## config.mk

```make
export PLATFORM = sky130hd
export DESIGN_NAME = act_mem_ext_port_ctrl
export DESIGN_NICKNAME = d
export VERILOG_FILES = /design/src/rtl/act_mem_ext_port_ctrl_pkg.sv /design/src/rtl/act_mem_rd_fifo.sv /design/src/rtl/act_mem_ext_port_ctrl.sv
export SDC_FILE = /design/constraint.sdc
export NUM_CORES = 1
export LEC_CHECK = 0
export ABC_AREA = 1
export CORE_MARGIN = 4
export CORE_UTILIZATION = 55
export DETAILED_ROUTE_END_ITERATION = 6
export PLACE_DENSITY = 0.92
export REMOVE_ABC_BUFFERS = 1
export SLEW_MARGIN = 20
export SYNTH_ARGS = -nofsm -noshare
export SYNTH_HDL_FRONTEND = slang
export SYNTH_HIERARCHICAL = 1
export SYNTH_SLANG_ARGS = --single-unit
```

## constraint.sdc

```tcl
create_clock -name clk -period 4.58 [get_ports clk]
set_clock_uncertainty 0.1 [all_clocks]
set_input_delay 0.916 -clock clk [delete_from_list [all_inputs] [get_ports clk]]
set_output_delay 0.916 -clock clk [all_outputs]
set_load 0.02 [all_outputs]
```

## src/rtl/act_mem_ext_port_ctrl_pkg.sv

```systemverilog
// Shared defaults and FSM state type for the activation-memory external-port initiator.
package act_mem_ext_port_ctrl_pkg;

    localparam int unsigned ADDR_W_DEF = 14;
    localparam int unsigned DATA_W_DEF = 32;
    localparam int unsigned LEN_W_DEF  = 15;

    typedef enum logic [2:0] {
        ST_IDLE,
        ST_WR,
        ST_RD,
        ST_RD_DRAIN,
        ST_FIN
    } state_e;

endpackage

```

## src/rtl/act_mem_rd_fifo.sv

```systemverilog
// Two-entry read-data FIFO; a push and a pop may happen in the same cycle.
module act_mem_rd_fifo
    import act_mem_ext_port_ctrl_pkg::*;
#(
    parameter int unsigned DATA_W = DATA_W_DEF
) (
    input  logic              clk,
    input  logic              reset,
    input  logic              push_i,
    input  logic [DATA_W-1:0] push_data_i,
    input  logic              pop_i,
    output logic [DATA_W-1:0] head_o,
    output logic [1:0]        count_o
);

    logic [DATA_W-1:0] mem_q [2];
    logic              wr_ptr_q;
    logic              rd_ptr_q;
    logic [1:0]        cnt_q;
    logic              do_push;
    logic              do_pop;

    assign do_pop  = pop_i && (cnt_q != 2'd0);
    assign do_push = push_i && ((cnt_q != 2'd2) || do_pop);

    always_ff @(posedge clk) begin
        if (reset) begin
            mem_q[0] <= '0;
            mem_q[1] <= '0;
            wr_ptr_q <= 1'b0;
            rd_ptr_q <= 1'b0;
            cnt_q    <= 2'd0;
        end else begin
            if (do_push) begin
                mem_q[wr_ptr_q] <= push_data_i;
                wr_ptr_q        <= !wr_ptr_q;
            end
            if (do_pop) begin
                rd_ptr_q <= !rd_ptr_q;
            end
            if (do_push && !do_pop) begin
                cnt_q <= cnt_q + 2'd1;
            end else if (do_pop && !do_push) begin
                cnt_q <= cnt_q - 2'd1;
            end
        end
    end

    assign head_o  = mem_q[rd_ptr_q];
    assign count_o = cnt_q;

endmodule

```

## src/rtl/act_mem_ext_port_ctrl.sv

```systemverilog
// Burst initiator for the activation memory external port: stream writes in, stream reads out.
module act_mem_ext_port_ctrl
    import act_mem_ext_port_ctrl_pkg::*;
#(
    parameter int unsigned ADDR_W = ADDR_W_DEF,
    parameter int unsigned DATA_W = DATA_W_DEF,
    parameter int unsigned LEN_W  = LEN_W_DEF
) (
    input  logic              clk,
    input  logic              reset,
    input  logic              cmd_valid,
    output logic              cmd_ready,
    input  logic              cmd_write,
    input  logic [ADDR_W-1:0] cmd_base,
    input  logic [LEN_W-1:0]  cmd_len,
    input  logic              s_valid,
    output logic              s_ready,
    input  logic [DATA_W-1:0] s_data,
    output logic              m_valid,
    input  logic              m_ready,
    output logic [DATA_W-1:0] m_data,
    output logic              m_last,
    output logic              busy,
    output logic              done,
    output logic              err,
    output logic              wr_en_ext,
    output logic [ADDR_W-1:0] wr_addr_ext,
    output logic [DATA_W-1:0] wr_data_ext,
    output logic              rd_en_ext,
    output logic [ADDR_W-1:0] rd_addr_ext,
    input  logic [DATA_W-1:0] rd_data_ext
);

    // Extra headroom bit so a long len cannot wrap the end-address sum back into range.
    localparam int unsigned SUM_W = ((ADDR_W + 1 > LEN_W) ? ADDR_W + 1 : LEN_W) + 1;

    state_e            state_q, state_d;
    logic [ADDR_W-1:0] addr_cnt_q, addr_cnt_d;
    logic [LEN_W-1:0]  beat_cnt_q, beat_cnt_d;
    logic [LEN_W-1:0]  pop_cnt_q, pop_cnt_d;
    logic [LEN_W-1:0]  len_q, len_d;
    logic              err_q, err_d;
    logic [ADDR_W-1:0] rd_addr_q, rd_addr_d;
    logic              inflight_q;

    logic [SUM_W-1:0]  cmd_end;
    logic              cmd_illegal;
    logic [1:0]        fifo_cnt;
    logic              pop;
    logic              wr_fire;
    logic              rd_room;
    logic              rd_issue;
    logic              last_beat;
    logic              last_pop;

    assign cmd_end     = SUM_W'(cmd_base) + SUM_W'(cmd_len);
    assign cmd_illegal = (cmd_len == '0) || (cmd_end > (SUM_W'(1) << ADDR_W));

    assign m_valid   = (fifo_cnt != 2'd0);
    assign pop       = m_valid && m_ready;
    assign wr_fire   = (state_q == ST_WR) && s_valid;
    // Words already buffered or in flight, less the one leaving now, must leave a free slot.
    assign rd_room   = ({1'b0, fifo_cnt} + {2'b00, inflight_q}) < (3'd2 + {2'b00, pop});
    assign rd_issue  = (state_q == ST_RD) && rd_room;
    assign last_beat = (beat_cnt_q == len_q - LEN_W'(1));
    assign last_pop  = (pop_cnt_q == len_q - LEN_W'(1));

    always_comb begin
        state_d    = state_q;
        addr_cnt_d = addr_cnt_q;
        beat_cnt_d = beat_cnt_q;
        pop_cnt_d  = pop_cnt_q;
        len_d      = len_q;
        err_d      = err_q;
        rd_addr_d  = rd_addr_q;
        if (pop) begin
            pop_cnt_d = pop_cnt_q + LEN_W'(1);
        end
        unique case (state_q)
            ST_IDLE: begin
                if (cmd_valid) begin
                    len_d      = cmd_len;
                    addr_cnt_d = cmd_base;
                    beat_cnt_d = '0;
                    pop_cnt_d  = '0;
                    err_d      = cmd_illegal;
                    if (cmd_illegal) begin
                        state_d = ST_FIN;
                    end else if (cmd_write) begin
                        state_d = ST_WR;
                    end else begin
                        state_d = ST_RD;
                    end
                end
            end
            ST_WR: begin
                if (wr_fire) begin
                    addr_cnt_d = addr_cnt_q + ADDR_W'(1);
                    beat_cnt_d = beat_cnt_q + LEN_W'(1);
                    if (last_beat) begin
                        state_d = ST_FIN;
                    end
                end
            end
            ST_RD: begin
                if (rd_issue) begin
                    rd_addr_d  = addr_cnt_q;
                    addr_cnt_d = addr_cnt_q + ADDR_W'(1);
                    beat_cnt_d = beat_cnt_q + LEN_W'(1);
                    if (last_beat) begin
                        state_d = ST_RD_DRAIN;
                    end
                end
            end
            ST_RD_DRAIN: begin
                if (pop && last_pop && !inflight_q) begin
                    state_d = ST_FIN;
                end
            end
            ST_FIN: begin
                state_d = ST_IDLE;
                err_d   = 1'b0;
            end
            default: begin
                state_d = ST_IDLE;
            end
        endcase
    end

    always_ff @(posedge clk) begin
        if (reset) begin
            state_q    <= ST_IDLE;
            addr_cnt_q <= '0;
            beat_cnt_q <= '0;
            pop_cnt_q  <= '0;
            len_q      <= '0;
            err_q      <= 1'b0;
            rd_addr_q  <= '0;
            inflight_q <= 1'b0;
        end else begin
            state_q    <= state_d;
            addr_cnt_q <= addr_cnt_d;
            beat_cnt_q <= beat_cnt_d;
            pop_cnt_q  <= pop_cnt_d;
            len_q      <= len_d;
            err_q      <= err_d;
            rd_addr_q  <= rd_addr_d;
            inflight_q <= rd_issue;
        end
    end

    act_mem_rd_fifo #(
        .DATA_W (DATA_W)
    ) u_rd_fifo (
        .clk         (clk),
        .reset       (reset),
        .push_i      (inflight_q),
        .push_data_i (rd_data_ext),
        .pop_i       (pop),
        .head_o      (m_data),
        .count_o     (fifo_cnt)
    );

    assign cmd_ready   = (state_q == ST_IDLE);
    assign busy        = (state_q != ST_IDLE);
    assign done        = (state_q == ST_FIN);
    assign err         = done && err_q;
    assign s_ready     = (state_q == ST_WR);
    assign m_last      = m_valid && last_pop;
    assign wr_en_ext   = wr_fire;
    assign wr_addr_ext = wr_fire ? addr_cnt_q : '0;
    assign wr_data_ext = wr_fire ? s_data : '0;
    assign rd_en_ext   = rd_issue;
    // Held rather than zeroed when idle: the memory samples it every cycle to pick the read half.
    assign rd_addr_ext = rd_issue ? addr_cnt_q : rd_addr_q;

endmodule
```

After elaboration in Yosys (flattened, before gate mapping). Memory sizes are Yosys's and may differ from the RTL's. A register that Yosys moved wholly into a read port is not among the register bits. Index checks and enable logic that the tools add are counted.

$add $sub $neg: 9. $lt $le $gt $ge: 2. Equal/unequal tests: 13. Multiplexer cells: 37. Reduce and logical (&&, ||, !) cells: 30.

Operator list (number): $mux 15 (6); $mux 14 (5); $mux 32 (2); $pmux 15 s3 (1); $pmux 14 s3 (1); $reduce_or 32->1 (1); $add 15x1->15 const B (2); $eq 15x15->1 (2); $mux 3 (7); $add 14x15->16 (1); $gt 16x15->1 const B (1); $logic_not 15->1 (1); $sub 15x1->15 const B (1); $add 14x1->14 const B (1); $pmux 3 s4 (1); $logic_and 1x1->1 (11); $mux 1 (10); $ne 2x2->1 const B (5); $eq 3x2->1 const B (2); $mux 2 (3); $reduce_and 6->1 (1); $reduce_bool 2->1 (3); $reduce_bool 3->1 (2); $logic_not 1->1 (5); other kinds (13) (16).

Flip-flop bits (word level): 82. RAM bits: 64. Bits of input ports: 99. Output and inout port bits: 101. Word-level logic and storage cells: 103. Memories kept: 1.

Memories: u_rd_fifo.mem_q (words 2, width 32, rd ports 1, clocked after Yosys merged registers in 1, wr ports 2, line act_mem_rd_fifo.sv:16) `logic [DATA_W-1:0] mem_q [2];`.

Logic depth before layout (Yosys ltp).
Word-level depth: 10. Mapped depth: 19. Depth with buffers taken out: 19.

Cells and area by module. Netlist, hierarchy kept.

Modules (own cells, without submodules): act_mem_ext_port_ctrl (instances 1, cells an instance 994, area an instance 5978.2 um^2); act_mem_rd_fifo (instances 1, cells an instance 239, area an instance 3129.3 um^2).

Worst setup path after synthesis. No wires, ideal clock.

Kind: input to output. Start point: input m_ready. End point: output rd_addr_ext[0]. Arrival time: 2.144 ns. Required time: 3.564 ns. Setup slack: 1.420 ns. Stages on the path: 8. Buffers on the path: 1. Cells stage by stage: nand2_2 o21ai_1 nand2_1 nor2_1 clkbuf_1 or2_2 inv_1 a21oi_1.

Cells in the longest elaborated chain, start to end: 5.

RTL lines: start, declared (line act_mem_ext_port_ctrl.sv:20) `input logic m_ready,`; $logic_and 1x1->1 (line act_mem_ext_port_ctrl.sv:60) `assign pop = m_valid && m_ready;`; $add 2x1->3 (line act_mem_ext_port_ctrl.sv:63) `assign rd_room = ({1'b0, fifo_cnt} + {2'b00, inflight_q}) < (3'd2 + {2'b00, pop});`; $lt 3x3->1 (line act_mem_ext_port_ctrl.sv:63); $logic_and 1x1->1 (line act_mem_ext_port_ctrl.sv:64) `assign rd_issue = (state_q == ST_RD) && rd_room;`; $mux 14; end, declared (line act_mem_ext_port_ctrl.sv:30) `output logic [ADDR_W-1:0] rd_addr_ext,`.

No other way between the ends.

Worst setup path after layout.
Start point: register len_q[0]. End point: output m_last.

Cells in the longest elaborated chain, start to end: 3.

RTL lines: start, declared (line act_mem_ext_port_ctrl.sv:41) `logic [LEN_W-1:0] len_q, len_d;`; start signal, assigned (line act_mem_ext_port_ctrl.sv:145) `len_q <= len_d;`; $sub 15x1->15 (line act_mem_ext_port_ctrl.sv:66) `assign last_pop = (pop_cnt_q == len_q - LEN_W'(1));`; $eq 15x15->1 (line act_mem_ext_port_ctrl.sv:66); $logic_and 1x1->1 (line act_mem_ext_port_ctrl.sv:169) `assign m_last = m_valid && last_pop;`; end, declared (line act_mem_ext_port_ctrl.sv:22) `output logic m_last,`.

No other way between the ends.

==> out/metrics.cfg <==
[run_status]
status = completed

[place]
pre_cts_ws_ns = 0.439
io_buffers = 199
hpwlAfterDp_um = 19100
place_congestion = 1.02

[synthesis]
postSynthAreaPerCell_um2 = 7.39
syn_inst = 1233
ys_async_sr_fraction = 0
yosysSeqAreaShare = 0.393
synth_most_common_cell = nand2_1
syn-cell-area_um2 = 9110
synth_seq_cells = 147
synth_common_cells = nand2_1 (231), inv_1 (199), nor2_1 (169)
yosys.area.top_type_share = 0.211
ys.flop_type = dfxtp_1
synth_edf_count = 64
synth_area_leader_cell = edfxtp_1
ys_warn_count = 6
synthDistinctLibCells = 48
yosys-top-cells-area = edfxtp_1 (21%), dfxtp_1 (18%), nand2_1 (9.5%)

[clock_tree]
clockBufferDepth = 2
clock_latency_ns = 0.43
clock_sinks = 147
htreeDepth = 4
cts_setup_buffers = 0
cts_tree = yes
clk_pin_slew_ns = 0.06
cts_root_buf = clkbuf_16
ctsResizeCount = 0
postCtsHoldBufs = 0
numCtsBuffers = 17

[sta]
tightest_slew_ns = 0.733
finalHoldViolCount = 0
finalCritPeriodShare = 0.924
max_freq_mhz = 236
rsz0062_at_grt = no
setup-violations-final = 0
fin_crit_ns = 4.23
fin_ws_ns = 0.350
finalMaxSlewViolations = 0
relSlewSlack = 0.511
fin_tns_setup_ns = 0

[drt]
vias = 8894
dr.pass1.iters = 6
wl_per_cell_um = 15.7
avgViaCountPerCell = 5.38
drt_wl_total_um = 26000
postRouteAntennaNets = 0
first_iter_violations = 823
post-route-drc-count = 0

[worst_setup_path]
cp-end-kind = output pin
criticalPathCategory = reg2out
path_delay_family = simple AND/OR/NAND/NOR gates
crit_top_cell = nand2_1
r2r_end = addr_cnt_q[7]
critPathBufInv = 2
cp.depth = 13
cp_data_required_time_ns = 3.56
max_stage_delay_ns = 0.68
cp.arrival_ns = 3.21
r2r_start = inflight_q
crit_path_start_kind = flop
cp_slowest_cell = clkdlybuf4s50_1
r2r_cells = 10
crit_chain = inv_2 > ha_1 > nand2_2 > nor2_4 > nand2_1 > nand2_2 > nand2_1 > nand2_1 > nand2_1 > nor2_1 > nand2_1 > nor4b_1 > clkdlybuf4s50_1
r2r_slack_ns = 1.61
cp_max_fo = 8

[finish]
antennaDiodeCount = 0
drive_gt1_frac = 0.107
synthToLayoutAreaGrowth_pct = 30.1
fin_util = 0.738
fin_nets = 1545

[die]
die_h_um = 137
rows = 46
ios = 200
core_um2 = 16100
initial_core_util = 0.567
dieArea_um2 = 18700
die_x_um = 137

[worst_hold_path]
min_from = addr_cnt_q[13]
min_path_cells = 2
min_path_type = reg2reg
holdPathEnd = addr_cnt_q[13]

[grt]
first_global_vias = 8202
antenna_found_initial = 0
grt.total_usage = 0.278
grt_pass1_wl_um = 41200
grt_max_degree = 47
overflow = 0

[job]
maxCapViolations = 0

[power_and_ir_drop]
cellLeakagePower_uw = 0.00512
power.density_nw_per_um2 = 456
power_uw = 5400
ir_drop_mv = 0.307

-- flip-flops by register name, summed over array words and instances (netlist names), named ones only --
name	count
addr_cnt_q	14
beat_cnt_q	15
err_q	1
inflight_q	1
len_q	15
pop_cnt_q	15
rd_addr_q	14
state_q	3
u_rd_fifo/count_o	2
u_rd_fifo/mem_q	64
u_rd_fifo/rd_ptr_q	1
u_rd_fifo/wr_ptr_q	1
-- worst min-delay path: stages (launching register included) --
cell and delay, ns:
dfxtp_1 0.31, nand2_1 0.06, a21oi_1 0.06
-- layer usage --
metal | share of wire | up-vias | wire length, µm | GRT usage
li1 | - | 4368 | - | -
met1 | 0.40 | 4020 | 10400 | 0.362
met2 | 0.48 | 443 | 12500 | 0.467
met3 | 0.096 | 63 | 2500 | 0.0529
met4 | 0.024 | 0 | 621 | 0.0901
met5 | 0 | - | 0 | 0
-- through the flow --
step           hold WS [ns]  instance area, µm²  instances
6_report              0.375               11900       1653
5_1_grt               0.401               11900       1653
4_1_cts               0.381               11900       1653
3_5_place_dp          0.359               11200       1621
3_3_place_gp          0.354               11200       1621
2_1_floorplan         0.339                8880       1196
-- cell usage in the layout (no fill, tap or decap), types with 9 or more instances in the layout --
cell type / instances
edfxtp_1: 64
inv_1: 199
dfxtp_1: 83
nor2_2: 30
nor3_1: 13
nand2_1: 231
nor2_1: 168
mux2_2: 27
a21oi_1: 69
nand4_1: 15
o21ai_0: 48
xor2_1: 18
ha_1: 21
nand3_1: 96
or2_2: 20
a211oi_1: 15
clkdlybuf4s50_1: 199
clkbuf_16: 17
nand2_2: 9
buf_4: 9
-- cell type report --
type / instances / area [µm²]
Inverter: 206 / 773
Fill cell: 1195 / 4210
Multi-Input combinational cell: 843 / 4520
Sequential cell: 147 / 3580
Clock buffer: 18 / 429
Tap cell: 216 / 270
Clock inverter: 14 / 191
Timing Repair Buffer: 209 / 2080
-- power breakdown --
group	internal [µW]	switching (µW)	total [µW]
clock	877	598	1480
combinational	811	1420	2230
sequential	1550	146	1700
total	3240	2160	5400
-- worst max path at each step --
stage	startpoint	endpoint	slack, ns
after floorplan	m_ready	rd_addr_ext[0]	0.28
after global placement	m_ready	rd_addr_ext[2]	0.51
after detailed placement	m_ready	rd_addr_ext[1]	0.44
after CTS	len_q[0]	m_last	0.34
after global routing	len_q[0]	m_last	0.14
final	len_q[0]	m_last	0.35
-- logic make-up after synthesis --
family,Yosys count,share of synthesized area
multiplexers,32,0.0396
adder cells (fa/ha/maj),22,0.0310
buffers and inverters,243,0.110
AND/OR/NAND/NOR,617,0.314
flip-flops,147,0.393
AO/OA/AOI/OAI,152,0.0929
XOR/XNOR,20,0.0192
Power figures use the tool's default switching activity.
